## src/rtl/ides_word_align_pkg.sv

```systemverilog
// Shared types and constants for the IDES8 word-alignment controller.
// Holds the FSM encoding, default training word and counter widths.
package ides_align_pkg;

   typedef enum logic [2:0] {
      ST_IDLE   = 3'd0,
      ST_WAIT   = 3'd1,
      ST_CHECK  = 3'd2,
      ST_SLIP   = 3'd3,
      ST_LOCKED = 3'd4,
      ST_FAIL   = 3'd5
   } align_state_e;

   localparam logic [7:0] TRAIN_PATTERN_DEF = 8'hF0;

   localparam int WAIT_CNT_W    = 4;
   localparam int MATCH_CNT_W   = 8;
   localparam int ATTEMPT_CNT_W = 4;

   // Rotate a deserializer word left by n bit positions.
   function automatic logic [7:0] rotl8(input logic [7:0] w, input logic [2:0] n);
      logic [15:0] d;
      d = {w, w} << n;
      return d[15:8];
   endfunction

endpackage

```

## src/rtl/ides_word_align_if.sv

```systemverilog
// Word-alignment bus between the IDES8 deserializer, the aligner and its consumer.
// slave is the aligner's view; master is the surrounding logic's view.
interface ides_word_align_if;
   import ides_align_pkg::*;

   logic [7:0] q_in;
   logic       align_start;
   logic       CALIB;
   logic [7:0] data_out;
   logic       data_valid;
   logic       locked;
   logic       error;
   logic [2:0] slip_count;

   modport slave (
      input  q_in, align_start,
      output CALIB, data_out, data_valid, locked, error, slip_count
   );

   modport master (
      output q_in, align_start,
      input  CALIB, data_out, data_valid, locked, error, slip_count
   );

endinterface

```

## src/rtl/ides_word_align.sv

```systemverilog
// Word-alignment FSM for the IDES8 1:8 deserializer: bit-slips via CALIB until the
// training word is seen MATCH_COUNT times in a row. Optional auto-retry: WORD_ALIGN_AUTORETRY_EN.
module ides_word_align
   import ides_align_pkg::*;
#(
   parameter logic [7:0] TRAIN_PATTERN = TRAIN_PATTERN_DEF,
   parameter int         MATCH_COUNT   = 16,
   parameter int         SLIP_WAIT     = 4,
   parameter int         MAX_SLIPS     = 7
`ifdef WORD_ALIGN_AUTORETRY_EN
   ,
   parameter int         RETRY_DELAY   = 1024
`endif
) (
   input  logic             PCLK,
   input  logic             RESET,
   ides_word_align_if.slave bus
);

   localparam logic [2:0] IDLE   = ST_IDLE;
   localparam logic [2:0] WAIT   = ST_WAIT;
   localparam logic [2:0] CHECK  = ST_CHECK;
   localparam logic [2:0] SLIP   = ST_SLIP;
   localparam logic [2:0] LOCKED = ST_LOCKED;
   localparam logic [2:0] FAIL   = ST_FAIL;

   localparam logic [WAIT_CNT_W-1:0]    WAIT_LOAD   = WAIT_CNT_W'(SLIP_WAIT);
   localparam logic [MATCH_CNT_W-1:0]   MATCH_LAST  = MATCH_CNT_W'(MATCH_COUNT - 1);
   localparam logic [ATTEMPT_CNT_W-1:0] ATTEMPT_MAX = ATTEMPT_CNT_W'(MAX_SLIPS);

   logic [2:0]               state_r;
   logic [2:0]               state_nxt_s;
   logic [WAIT_CNT_W-1:0]    wait_cnt_r;
   logic [MATCH_CNT_W-1:0]   match_cnt_r;
   logic [ATTEMPT_CNT_W-1:0] attempts_r;
   logic [2:0]               slip_count_r;
   logic                     calib_r;
   logic [7:0]               data_out_r;
   logic                     data_valid_r;
   logic                     locked_r;
   logic                     error_r;
   logic                     pattern_hit_s;
   logic                     retry_fire_s;
   logic                     restart_s;

`ifdef WORD_ALIGN_AUTORETRY_EN
   localparam int RETRY_W = $clog2(RETRY_DELAY + 1);

   logic [RETRY_W-1:0] retry_cnt_r;

   assign retry_fire_s = (state_r == FAIL) && (retry_cnt_r <= RETRY_W'(1));

   // Retry dwell counter: loaded on FAIL entry, counts down while in FAIL.
   always_ff @(posedge PCLK) begin
      if (RESET) begin
         retry_cnt_r <= RETRY_W'(0);
      end else if ((state_nxt_s == FAIL) && (state_r != FAIL)) begin
         retry_cnt_r <= RETRY_W'(RETRY_DELAY);
      end else if ((state_r == FAIL) && (retry_cnt_r != RETRY_W'(0))) begin
         retry_cnt_r <= retry_cnt_r - RETRY_W'(1);
      end else begin
         retry_cnt_r <= retry_cnt_r;
      end
   end
`else
   assign retry_fire_s = 1'b0;
`endif

   assign pattern_hit_s = (bus.q_in == TRAIN_PATTERN);
   assign restart_s     = bus.align_start | retry_fire_s;

   // Next-state decode; a restart overrides every state, including SLIP.
   always_comb begin
      state_nxt_s = state_r;
      if (restart_s) begin
         state_nxt_s = WAIT;
      end else begin
         case (state_r)
            IDLE:    state_nxt_s = IDLE;
            WAIT: begin
               if (wait_cnt_r <= WAIT_CNT_W'(1)) state_nxt_s = CHECK;
               else                             state_nxt_s = WAIT;
            end
            CHECK: begin
               if (pattern_hit_s) begin
                  if (match_cnt_r == MATCH_LAST) state_nxt_s = LOCKED;
                  else                           state_nxt_s = CHECK;
               end else if (attempts_r == ATTEMPT_MAX) begin
                  state_nxt_s = FAIL;
               end else begin
                  state_nxt_s = SLIP;
               end
            end
            SLIP:    state_nxt_s = WAIT;
            LOCKED:  state_nxt_s = LOCKED;
            FAIL:    state_nxt_s = FAIL;
            default: state_nxt_s = IDLE;
         endcase
      end
   end

   // State register and search counters.
   always_ff @(posedge PCLK) begin
      if (RESET) begin
         state_r      <= IDLE;
         wait_cnt_r   <= WAIT_CNT_W'(0);
         match_cnt_r  <= MATCH_CNT_W'(0);
         attempts_r   <= ATTEMPT_CNT_W'(0);
         slip_count_r <= 3'd0;
      end else begin
         state_r <= state_nxt_s;
         // The slip pointer tracks the deserializer even when a restart lands on SLIP.
         if (state_r == SLIP) slip_count_r <= slip_count_r + 3'd1;
         else                 slip_count_r <= slip_count_r;
         if (restart_s) begin
            wait_cnt_r  <= WAIT_LOAD;
            match_cnt_r <= MATCH_CNT_W'(0);
            attempts_r  <= ATTEMPT_CNT_W'(0);
         end else begin
            case (state_r)
               WAIT: begin
                  if (wait_cnt_r != WAIT_CNT_W'(0)) wait_cnt_r <= wait_cnt_r - WAIT_CNT_W'(1);
                  else                             wait_cnt_r <= wait_cnt_r;
               end
               CHECK: begin
                  if (pattern_hit_s) match_cnt_r <= match_cnt_r + MATCH_CNT_W'(1);
                  else               match_cnt_r <= MATCH_CNT_W'(0);
               end
               SLIP: begin
                  attempts_r <= attempts_r + ATTEMPT_CNT_W'(1);
                  wait_cnt_r <= WAIT_LOAD;
               end
               default: begin
                  wait_cnt_r <= wait_cnt_r;
               end
            endcase
         end
      end
   end

   // Registered outputs decoded from the next state so they align with the state register.
   always_ff @(posedge PCLK) begin
      if (RESET) begin
         calib_r      <= 1'b0;
         data_out_r   <= 8'h00;
         data_valid_r <= 1'b0;
         locked_r     <= 1'b0;
         error_r      <= 1'b0;
      end else begin
         calib_r      <= (state_nxt_s == SLIP);
         data_out_r   <= bus.q_in;
         data_valid_r <= (state_nxt_s == LOCKED);
         locked_r     <= (state_nxt_s == LOCKED);
         error_r      <= (state_nxt_s == FAIL);
      end
   end

   assign bus.CALIB      = calib_r;
   assign bus.data_out   = data_out_r;
   assign bus.data_valid = data_valid_r;
   assign bus.locked     = locked_r;
   assign bus.error      = error_r;
   assign bus.slip_count = slip_count_r;

endmodule

```

## src/flat_wrapper.sv

```systemverilog
// flat-port wrapper written by rule: the top's interface ports become plain ports
module ides_word_align_flat import ides_align_pkg::*;
#(
   parameter logic [7:0] TRAIN_PATTERN = TRAIN_PATTERN_DEF,
   parameter int         MATCH_COUNT   = 16,
   parameter int         SLIP_WAIT     = 4,
   parameter int         MAX_SLIPS     = 7

)
  (PCLK, RESET, bus_q_in, bus_align_start, bus_CALIB, bus_data_out, bus_data_valid, bus_locked, bus_error, bus_slip_count);
  ides_word_align_if bus_i ();
  input  logic PCLK;
  input  logic RESET;
  input wire logic [$bits(bus_i.q_in)-1:0] bus_q_in;
  input wire logic [$bits(bus_i.align_start)-1:0] bus_align_start;
  output wire logic [$bits(bus_i.CALIB)-1:0] bus_CALIB;
  output wire logic [$bits(bus_i.data_out)-1:0] bus_data_out;
  output wire logic [$bits(bus_i.data_valid)-1:0] bus_data_valid;
  output wire logic [$bits(bus_i.locked)-1:0] bus_locked;
  output wire logic [$bits(bus_i.error)-1:0] bus_error;
  output wire logic [$bits(bus_i.slip_count)-1:0] bus_slip_count;
  assign bus_i.q_in = bus_q_in;
  assign bus_i.align_start = bus_align_start;
  assign bus_CALIB = bus_i.CALIB;
  assign bus_data_out = bus_i.data_out;
  assign bus_data_valid = bus_i.data_valid;
  assign bus_locked = bus_i.locked;
  assign bus_error = bus_i.error;
  assign bus_slip_count = bus_i.slip_count;
  ides_word_align #(.TRAIN_PATTERN(TRAIN_PATTERN), .MATCH_COUNT(MATCH_COUNT), .SLIP_WAIT(SLIP_WAIT), .MAX_SLIPS(MAX_SLIPS)) u_core (.PCLK(PCLK), .RESET(RESET), .bus(bus_i));
endmodule
```

## config.mk

```make
export PLATFORM = sky130hd
export DESIGN_NAME = ides_word_align_flat
export DESIGN_NICKNAME = d
export VERILOG_FILES = /design/src/rtl/ides_word_align_pkg.sv /design/src/rtl/ides_word_align_if.sv /design/src/rtl/ides_word_align.sv /design/src/flat_wrapper.sv
export SDC_FILE = /design/constraint.sdc
export NUM_CORES = 1
export LEC_CHECK = 0
export ABC_AREA = 1
export CELL_PAD_IN_SITES_DETAIL_PLACEMENT = 2
export CELL_PAD_IN_SITES_GLOBAL_PLACEMENT = 2
export CORE_UTILIZATION = 25
export CTS_CLUSTER_DIAMETER = 80
export CTS_CLUSTER_SIZE = 12
export DETAILED_ROUTE_END_ITERATION = 10
export PLACE_DENSITY_LB_ADDON = 0.15
export SYNTH_ARGS = -nofsm -noshare
export SYNTH_HDL_FRONTEND = slang
export SYNTH_SLANG_ARGS = --single-unit
```

## constraint.sdc

```tcl
create_clock -name PCLK -period 1.3 [get_ports PCLK]
set_input_delay 0.195 -clock PCLK [delete_from_list [all_inputs] [get_ports PCLK]]
set_output_delay 0.195 -clock PCLK [all_outputs]
set_load 0.01 [all_outputs]
```

==> results.sh, run 1 <==
export IMPL_cts_made_buffers=5
export IMPL_remaining_drc_errors=0
export IMPL_grtUsageTotal=0.1537
export IMPL_grt_pass1_vias=1565
export IMPL_hpwl_um=3204
export IMPL_cp_start_kind="register"
export IMPL_grt_max_degree=11
export IMPL_synth_fa_ha_area_frac=0.04946
export IMPL_holdWs_ns=0.1550
export IMPL_crit_fanout=2
export IMPL_crit_end="u_core.bus.error"
export IMPL_synthSimpleGateAreaFrac=0.3232
export IMPL_num_rows=28
export IMPL_max_freq_mhz=784.9
export IMPL_grt_first_pass_wirelength_um=7396
export IMPL_synthDistinctLibCells=26
export IMPL_wire_per_inst_um=13.57
export IMPL_die_h_um=79.92
export IMPL_yosysTopAreaCell="dfxtp_1"
export IMPL_r2r_start="u_core.match_cnt_r[1]"
export IMPL_yosysSeqAreaShare=0.4353
export IMPL_drt_wl_total_um=4574
export IMPL_arrival_ns=1.51
export IMPL_synthXorXnorAreaFrac=0.01731
export IMPL_synth_top_family_by_area="simple AND/OR/NAND/NOR gates"
export IMPL_rsz0062_at_grt="yes"
export IMPL_ctsHoldBuffers=0
export IMPL_tightest_slew_ns=0.2045
export IMPL_worst_ir_drop_vdd_uv=579.8
export IMPL_place_congestion=0.6808
export IMPL_clk_pin_slew_ns=0.07
export IMPL_syn_nets=223
export IMPL_reg2reg_slack_ns=0.03
export IMPL_synth_seq_cells=33
export IMPL_rr_endpoint="u_core.bus.error"
export IMPL_cts_sinks=33
export IMPL_io_pins=26
export IMPL_hold_violations=0
export IMPL_skew_ns=0.004418
export IMPL_synth_cells=206
export IMPL_cp_required_ns=1.54
export IMPL_syn_area_per_cell_um2=7.368
export IMPL_max_cap_violations=0
export IMPL_first_pass_iters=4
export IMPL_fin_crit_sh=0.9801
export IMPL_postRouteAntennaNets=0
export IMPL_crit_path_end_kind="register"
export IMPL_synth_compound_area_frac=0.07337
export IMPL_vias=1486
export IMPL_clock_root_buffer="clkbuf_8"
export IMPL_clkLatencyLatePin_ns=0.29
export IMPL_synth_mux_area_frac=0
export IMPL_yosys_warnings=0
export IMPL_syn_area_mm2=0.001518
export IMPL_layout_min_cycle_time_ns=1.274
export IMPL_diodes=0
export IMPL_io_buffer_count=25
export IMPL_antenna_found_initial=0
export IMPL_layout_drive_gt1_share=0.3740
export IMPL_fin_nets=278
export IMPL_ys_top_cells_by_area="dfxtp_1, nor2_1, inv_1, nand2_1, ha_1"
export IMPL_path_class="register to register"
export IMPL_power_leakage_nw=1.117
export IMPL_start_util=0.2579
export IMPL_setup_viol=0
export IMPL_r2r_cells=9
export IMPL_viasPerCell=4.409
export IMPL_final_cell_area_mm2=0.002410
export IMPL_stdcell_count=337
export IMPL_clockBufferDepth=2
export IMPL_core_area_mm2=0.005886
export IMPL_drv_slew=0
export IMPL_crit_start="u_core.match_cnt_r[1]"
export IMPL_status="completed"
export IMPL_slew_limit_headroom=0.8635
export IMPL_power_mw=2.296
export IMPL_syn_to_final_growth_pct=58.78
export IMPL_p_per_area_mw_per_mm2=952.9
export IMPL_fp_dieW_um=79.92
export IMPL_placedInstanceArea_mm2=0.002001
export IMPL_drt_initial_drc_count=29
export IMPL_cts_tree="yes"
export IMPL_htree_levels=2
export IMPL_synth_top_cell_area_share=0.4353
export IMPL_dpl_cell_count=322
export IMPL_grt_overflow=0
export IMPL_die_area_mm2=0.006386
export IMPL_hp_class="primary input to register"
## area by class of cell
| class | instances | area [µm²] |
|---|---|---|
| fillers | 676 | 3476 |
| multi-input cells | 134 | 919.6 |
| flip-flops and latches | 33 | 675.6 |
| repair buffers | 51 | 461.7 |
| inverters | 36 | 142.6 |
| well taps | 75 | 93.84 |
| clock buffers | 7 | 86.33 |
| clock inverters | 1 | 30.03 |
## critical path: stages (launching register included)
cell and delay (ns):
dfxtp_2 0.36, ha_4 0.15, nand3_4 0.09, nor2_4 0.13, nand2_2 0.07, nand2_2 0.10, nand2_2 0.06, nand2_2 0.07
nand3_2 0.08, nor2_2 0.10
## registers in the layout, indices dropped and copies added, names as in the netlist
register / count
u_core.bus.data_out: 8
u_core.match_cnt_r: 8
u_core.attempts_r: 4
u_core.wait_cnt_r: 4
u_core.bus.slip_count: 3
u_core.state_r: 3
u_core.bus.CALIB: 1
u_core.bus.data_valid: 1
u_core.bus.error: 1
## power by group
group	switching [mW]	internal (mW)
registers	0.0135	1.03
clock network	0.405	0.625
logic	0.119	0.106
total	0.537	1.76
## stage by stage
step / TNS [ns] / worst slack, ns / util
finish: 0 / 0.02590 / 0.4094
global route: -0.3781 / -0.09561 / 0.4094
CTS: -0.04073 / -0.04073 / 0.3688
detailed placement: -4.130 / -0.3992 / 0.3399
global placement: -3.151 / -0.3268 / 0.3399
floorplan: 0 / 0.01071 / -
## worst min path at each step
stage,start,endpoint,cells past startpoint
after floorplan,RESET,u_core.state_r[2],1
after CTS,bus_q_in[0],u_core.bus.data_out[0],3
after global routing,bus_q_in[0],u_core.bus.data_out[0],3
after detailed placement,u_core.bus.slip_count[2],u_core.bus.slip_count[2],1
final,bus_q_in[6],u_core.bus.data_out[6],3
after global placement,u_core.bus.slip_count[2],u_core.bus.slip_count[2],1
## cells in the final DEF, fill, tap and decap left out, types with 2 or more instances in the layout
cell type	count
dfxtp_1	25
ha_1	3
ha_4	3
nor2_4	3
xor2_1	3
dlygate4sd2_1	15
inv_4	3
a21oi_2	3
nor2_2	6
buf_4	23
nand3_1	9
nand2_2	15
clkbuf_8	6
nand3_2	3
clkdlybuf4s50_1	4
nor3b_2	2
nor3_1	2
dlymetal6s2s_1	6
o21ai_1	2
dfxtp_2	6
nor3_4	2
inv_2	4
a21oi_1	7
nand3_4	3
nor2_1	30
nand4_1	2
buf_6	2
o21ai_0	4
nor3_2	5
inv_1	29
dfxtp_4	2
nand2_1	18
## cell usage after synthesis
cell type,instances
nor3_2,1
dfxtp_1,33
clkbuf_1,1
a31oi_1,1
nand4_1,2
buf_2,1
nor2_1,39
inv_4,1
o21ai_0,7
a21oi_1,11
xor2_1,3
nand2_2,3
buf_4,1
nand2_1,31
nand3_2,2
nor3_4,2
inv_1,35
nand3_1,13
ha_1,6
nor3b_2,1
or2_0,1
o211ai_1,1
nor3_1,6
nor3b_1,1
or2_2,2
a21o_1,1
## repair_timing
action | 4_1_cts | 5_1_grt
buffers inserted | 3 | 4
endpoints found under the setup margin | 31 | 15
gates resized for setup | 38 | 58
pin swaps | 5 | 23
## routing by layer
layer  global-route usage  part of all wire  vias to the layer above
li1                     -                 -                      754
met1               0.1933              0.46                      710
met2               0.2462              0.49                       18
met3              0.04114             0.030                        4
met4              0.06429             0.015                        0
met5                    0                 0                        -
## cell families after synthesis
family / count (synthesis)
xor gates and xnor gates: 3
AOI/OAI and AO/OA: 21
and+or+nand+nor: 104
DFF: 33
adders and majority gates: 6
buffers and inverters: 39
(Power assumes the default switching activity.)
==> inputs of run 2 (changes only) <==
--- a/config.mk
+++ b/config.mk
@@ -8,11 +8,11 @@
 export ABC_AREA = 1
 export CELL_PAD_IN_SITES_DETAIL_PLACEMENT = 2
 export CELL_PAD_IN_SITES_GLOBAL_PLACEMENT = 2
-export CORE_UTILIZATION = 25
+export CORE_UTILIZATION = 26
 export CTS_CLUSTER_DIAMETER = 80
 export CTS_CLUSTER_SIZE = 12
 export DETAILED_ROUTE_END_ITERATION = 10
-export PLACE_DENSITY_LB_ADDON = 0.15
+export PLACE_DENSITY = 0.74
 export SYNTH_ARGS = -nofsm -noshare
 export SYNTH_HDL_FRONTEND = slang
 export SYNTH_SLANG_ARGS = --single-unit
==> results.sh, run 2 (synthesis results as in run 1) <==
export IMPL_start_util=0.2723
export IMPL_core_area_mm2=0.005574
export IMPL_fp_dieW_um=78.40
export IMPL_worst_ir_drop_vdd_uv=597.4
export IMPL_place_congestion=0.7273
export IMPL_placedInstanceArea_mm2=0.002012
export IMPL_p_per_area_mw_per_mm2=947.4
export IMPL_viasPerCell=4.562
export IMPL_hold_violations=0
export IMPL_reg2reg_slack_ns=-0.03
export IMPL_postRouteAntennaNets=0
export IMPL_clk_pin_slew_ns=0.08
export IMPL_grt_pass1_vias=1666
export IMPL_cp_required_ns=1.48
export IMPL_fin_nets=284
export IMPL_crit_family="simple AND/OR/NAND/NOR gates"
export IMPL_status="finished, violations left"
export IMPL_cp_num_buf_inv=2
export IMPL_power_leakage_nw=1.139
export IMPL_diodes=0
export IMPL_cp_start_kind="register"
export IMPL_first_pass_iters=4
export IMPL_wl_met1_um=2181
export IMPL_io_pins=26
export IMPL_syn_to_final_growth_pct=61.17
export IMPL_tightest_slew_ns=0.2516
export IMPL_clock_root_buffer="clkbuf_8"
export IMPL_critPathMaxStageDelay_ns=0.38
export IMPL_vias=1551
export IMPL_drt_wl_total_um=5189
export IMPL_wire_per_inst_um=15.26
export IMPL_htree_levels=2
export IMPL_cts_made_buffers=5
export IMPL_setup_viol=5
export IMPL_routed_top_layer="met4"
export IMPL_final_common_cell="nor2_1"
export IMPL_worstPathCellList="inv_2 -> nand3_1 -> buf_4 -> nor2_2 -> nand4_1 -> nand2_1 -> nor2_1"
export IMPL_path_class="register to register"
export IMPL_violations="setup timing"
export IMPL_routed_wl_met3_um=121
export IMPL_clkLatencyLatePin_ns=0.29
export IMPL_cpMaxStageDelayCell="dfxtp_4"
export IMPL_num_rows=27
export IMPL_wl_met2_um=2826
export IMPL_hpwl_um=3210
export IMPL_max_freq_mhz=753.8
export IMPL_skew_ns=0.007975
export IMPL_cts_tree="yes"
export IMPL_layout_min_cycle_time_ns=1.327
export IMPL_grt_overflow=0
export IMPL_cts_sinks=33
export IMPL_crit_fanout=10
export IMPL_setup_ws_ns=-0.02660
export IMPL_max_cap_violations=0
export IMPL_remaining_drc_errors=0
export IMPL_grt_max_degree=13
export IMPL_clockBufferDepth=2
export IMPL_antenna_found_initial=0
export IMPL_arrival_ns=1.51
export IMPL_die_h_um=78.40
export IMPL_fin_crit_sh=1.020
export IMPL_layout_drive_gt1_share=0.4104
export IMPL_crit_path_end_kind="register"
export IMPL_grt_first_pass_wirelength_um=7679
export IMPL_rsz0062_at_grt="yes"
export IMPL_grtUsageTotal=0.1600
export IMPL_io_buffer_count=25
export IMPL_drv_slew=0
export IMPL_ctsHoldBuffers=0
export IMPL_most_common_layout_cells="nor2_1, buf_4, inv_1"
export IMPL_die_area_mm2=0.006147
export IMPL_hp_class="primary input to register"
export IMPL_final_cell_area_mm2=0.002446
export IMPL_slew_limit_headroom=0.8316
export IMPL_power_mw=2.317
export IMPL_drt_initial_drc_count=29
==> run 2: what timing repair did <==
action,4_1_cts,5_1_grt
resized for setup,42,58
setup endpoints to repair,32,16
pin swaps,4,21
buffers inserted,2,9
==> run 2: path summary, 6_finish.rpt <==
check / start / endpoint / cells past startpoint
min reg2reg: u_core.bus.slip_count[2] / u_core.bus.slip_count[2] / 1
max reg2reg: u_core.state_r[2] / u_core.attempts_r[3] / 7
min: bus_q_in[4] / u_core.bus.data_out[4] / 3
max: u_core.state_r[2] / u_core.attempts_r[3] / 7
==> run 2: routing by layer <==
layer  global-route usage  up-vias
li1                     -      765
met5                    0        -
met1               0.1819      755
met4              0.04444        0
met3              0.03372       11
met2               0.2982       20
==> run 2: per-stage QoR <==
step / setup TNS, ns / setup WS, ns / hold WS [ns] / util / instances
3_5_place_dp: -3.701 / -0.3308 / 0.4469 / 0.3609 / 321
6_report: -0.07968 / -0.02660 / 0.1713 / 0.4388 / 340
5_1_grt: -0.8313 / -0.1183 / 0.1829 / 0.4388 / 340
4_1_cts: -0.03984 / -0.03984 / 0.4491 / 0.3948 / 331
2_1_floorplan: 0 / 0.01071 / 0.2666 / - / 206
3_3_place_gp: -3.053 / -0.2845 / 0.4339 / 0.3609 / 321
==> run 2: worst reg2reg max path: stages, from the launching register on <==
cell and delay (ns):
dfxtp_4 0.38, inv_2 0.09, nand3_1 0.13, buf_4 0.21, nor2_2 0.15, nand4_1 0.11, nand2_1 0.11, nor2_1 0.06
==> run 2: layout make-up <==
class | count | area [µm²]
Clock buffer | 6 | 82.58
Clock inverter | 2 | 37.54
Fill cell | 642 | 3128
Inverter | 36 | 147.6
Multi-Input combinational cell | 134 | 902.1
Sequential cell | 33 | 676.9
Tap cell | 72 | 90.09
Timing Repair Buffer | 57 | 509.2
==> run 2: power breakdown <==
part / leakage (nW) / internal (mW) / switching [mW]
combinational: 0.808 / 0.110 / 0.123
clock: 0.0574 / 0.624 / 0.419
sequential: 0.274 / 1.03 / 0.0133
==> inputs of run 3 (changes only) <==
--- a/config.mk
+++ b/config.mk
@@ -12,6 +12,7 @@
 export CTS_CLUSTER_DIAMETER = 80
 export CTS_CLUSTER_SIZE = 12
 export DETAILED_ROUTE_END_ITERATION = 10
+export GPL_ROUTABILITY_DRIVEN = 0
 export PLACE_DENSITY = 0.74
 export SYNTH_ARGS = -nofsm -noshare
 export SYNTH_HDL_FRONTEND = slang
==> constraint.sdc (replaced) <==
create_clock -name PCLK -period 1.2 [get_ports PCLK]
set_input_delay 0.18 -clock PCLK [delete_from_list [all_inputs] [get_ports PCLK]]
set_output_delay 0.18 -clock PCLK [all_outputs]
set_load 0.01 [all_outputs]
==> results.sh, run 3 (synthesis results as in run 1) <==
export IMPL_clockBufferDepth=2
export IMPL_start_util=0.2723
export IMPL_reg2reg_slack_ns=-0.19
export IMPL_grt_pass1_vias=1772
export IMPL_fp_dieW_um=78.40
export IMPL_r2r_cells=8
export IMPL_power_leakage_nw=1.154
export IMPL_hold_depth=3
export IMPL_p_per_area_mw_per_mm2=881.1
export IMPL_layout_drive_gt1_share=0.4710
export IMPL_core_area_mm2=0.005574
export IMPL_fin_crit_sh=1.159
export IMPL_holdPathEnd="u_core.bus.data_out[1]"
export IMPL_syn_to_final_growth_pct=71.48
export IMPL_grt_util_met2=0.3702
export IMPL_htree_levels=2
export IMPL_grtUsageMet1=0.2167
export IMPL_min_delay_start="bus_q_in[1]"
export IMPL_drt_initial_drc_count=51
export IMPL_final_cell_area_mm2=0.002603
export IMPL_tightest_slew_ns=0.2772
export IMPL_cp_required_ns=1.37
export IMPL_r2r_start="u_core.wait_cnt_r[1]"
export IMPL_cp_start_kind="register"
export IMPL_grt_max_degree=13
export IMPL_clock_root_buffer="clkbuf_8"
export IMPL_fin_nets=293
export IMPL_violations="setup timing"
export IMPL_grt_util_met3=0.03837
export IMPL_hp_class="primary input to register"
export IMPL_crit_fanout=3
export IMPL_rr_endpoint="u_core.wait_cnt_r[2]"
export IMPL_most_common_layout_cells="buf_4, nor2_1, inv_1"
export IMPL_crit_path_end_kind="register"
export IMPL_hold_violations=0
export IMPL_setup_ws_ns=-0.1909
export IMPL_final_common_cell="buf_4"
export IMPL_arrival_ns=1.56
export IMPL_num_rows=27
export IMPL_ctsHoldBuffers=0
export IMPL_skew_ns=0.004306
export IMPL_status="finished, violations left"
export IMPL_layout_min_cycle_time_ns=1.391
export IMPL_antenna_found_initial=0
export IMPL_grt_first_pass_wirelength_um=9004
export IMPL_clkLatencyLatePin_ns=0.28
export IMPL_io_buffer_count=25
export IMPL_first_pass_iters=4
export IMPL_hpwl_um=3251
export IMPL_drt_wl_total_um=6439
export IMPL_postRouteAntennaNets=0
export IMPL_io_pins=26
export IMPL_die_area_mm2=0.006147
export IMPL_diodes=0
export IMPL_cts_made_buffers=5
export IMPL_drv_slew=0
export IMPL_max_cap_violations=0
export IMPL_rsz0062_at_grt="yes"
export IMPL_remaining_drc_errors=0
export IMPL_fill_cells=638
export IMPL_clk_pin_slew_ns=0.07
export IMPL_vias=1624
export IMPL_cts_sinks=33
export IMPL_grtUsageTotal=0.1952
export IMPL_wire_per_inst_um=18.50
export IMPL_path_class="register to register"
export IMPL_die_h_um=78.40
export IMPL_setup_viol=19
export IMPL_max_freq_mhz=718.9
export IMPL_viasPerCell=4.667
export IMPL_cts_tree="yes"
export IMPL_placedInstanceArea_mm2=0.002068
export IMPL_grt_overflow=0
export IMPL_worst_ir_drop_vdd_uv=489.3
export IMPL_busiest_layer="met2"
export IMPL_tns_ns=-2.280
export IMPL_slew_limit_headroom=0.8150
-- run 3: through the flow --
step           instances    util  worst slack (ns)  hold WS (ns)  total power, mW
2_1_floorplan        206       -          -0.06823        0.2516            1.246
3_3_place_gp         326  0.3710           -0.3843        0.4391            1.369
3_5_place_dp         326  0.3710           -0.4598        0.4506            1.377
4_1_cts              345  0.4366           -0.1147        0.2451            2.278
5_1_grt              348  0.4669           -0.3225        0.1985            2.390
6_report             348  0.4669           -0.1909        0.2001            2.293
-- run 3: per-layer routing --
layer  wire length, µm  up-vias
met5                 0        -
met4               141        0
met3               137       11
met2              3547       24
met1              2613      810
li1                  -      779
-- run 3: power breakdown --
group	internal [mW]	switching [mW]	leakage [nW]	total (mW)
registers	1.11	0.0144	0.274	1.13
clock network	0.456	0.415	0.0443	0.870
logic	0.136	0.162	0.836	0.298
-- run 3: worst max path at each step --
stage	startpoint	endpoint	slack, ns	cells after the start
after floorplan	u_core.state_r[0]	u_core.match_cnt_r[6]	-0.07	6
final	u_core.wait_cnt_r[1]	u_core.wait_cnt_r[2]	-0.19	8
after global placement	bus_q_in[7]	u_core.bus.data_valid	-0.38	11
after detailed placement	bus_q_in[7]	u_core.bus.error	-0.46	11
after CTS	u_core.state_r[2]	u_core.match_cnt_r[6]	-0.11	7
after global routing	bus_q_in[3]	u_core.bus.error	-0.32	10
-- run 3: timing repair --
| item | 4_1_cts | 5_1_grt |
|---|---|---|
| gates resized for setup | 80 | 44 |
| buffers inserted | 12 | 3 |
| pin swaps | 22 | 14 |
| setup endpoints to repair | 38 | 22 |
-- run 3: area by class of cell --
class | instances | area [µm²] | share of cell area
Timing Repair Buffer | 66 | 591.8 | 0.2274
Multi-Input combinational cell | 134 | 1003 | 0.3856
Sequential cell | 33 | 680.7 | 0.2615
Clock buffer | 7 | 86.33 | 0.03317
Tap cell | 72 | 90.09 | 0.03462
Inverter | 36 | 150.1 | 0.05769
-- run 3: critical path, stage by stage (launching register included) --
cell,delay [ns]
dfxtp_2,0.34
inv_4,0.09
ha_4,0.17
buf_4,0.12
inv_2,0.05
nor2_4,0.10
o211ai_1,0.12
o21ai_1,0.22
inv_1,0.07
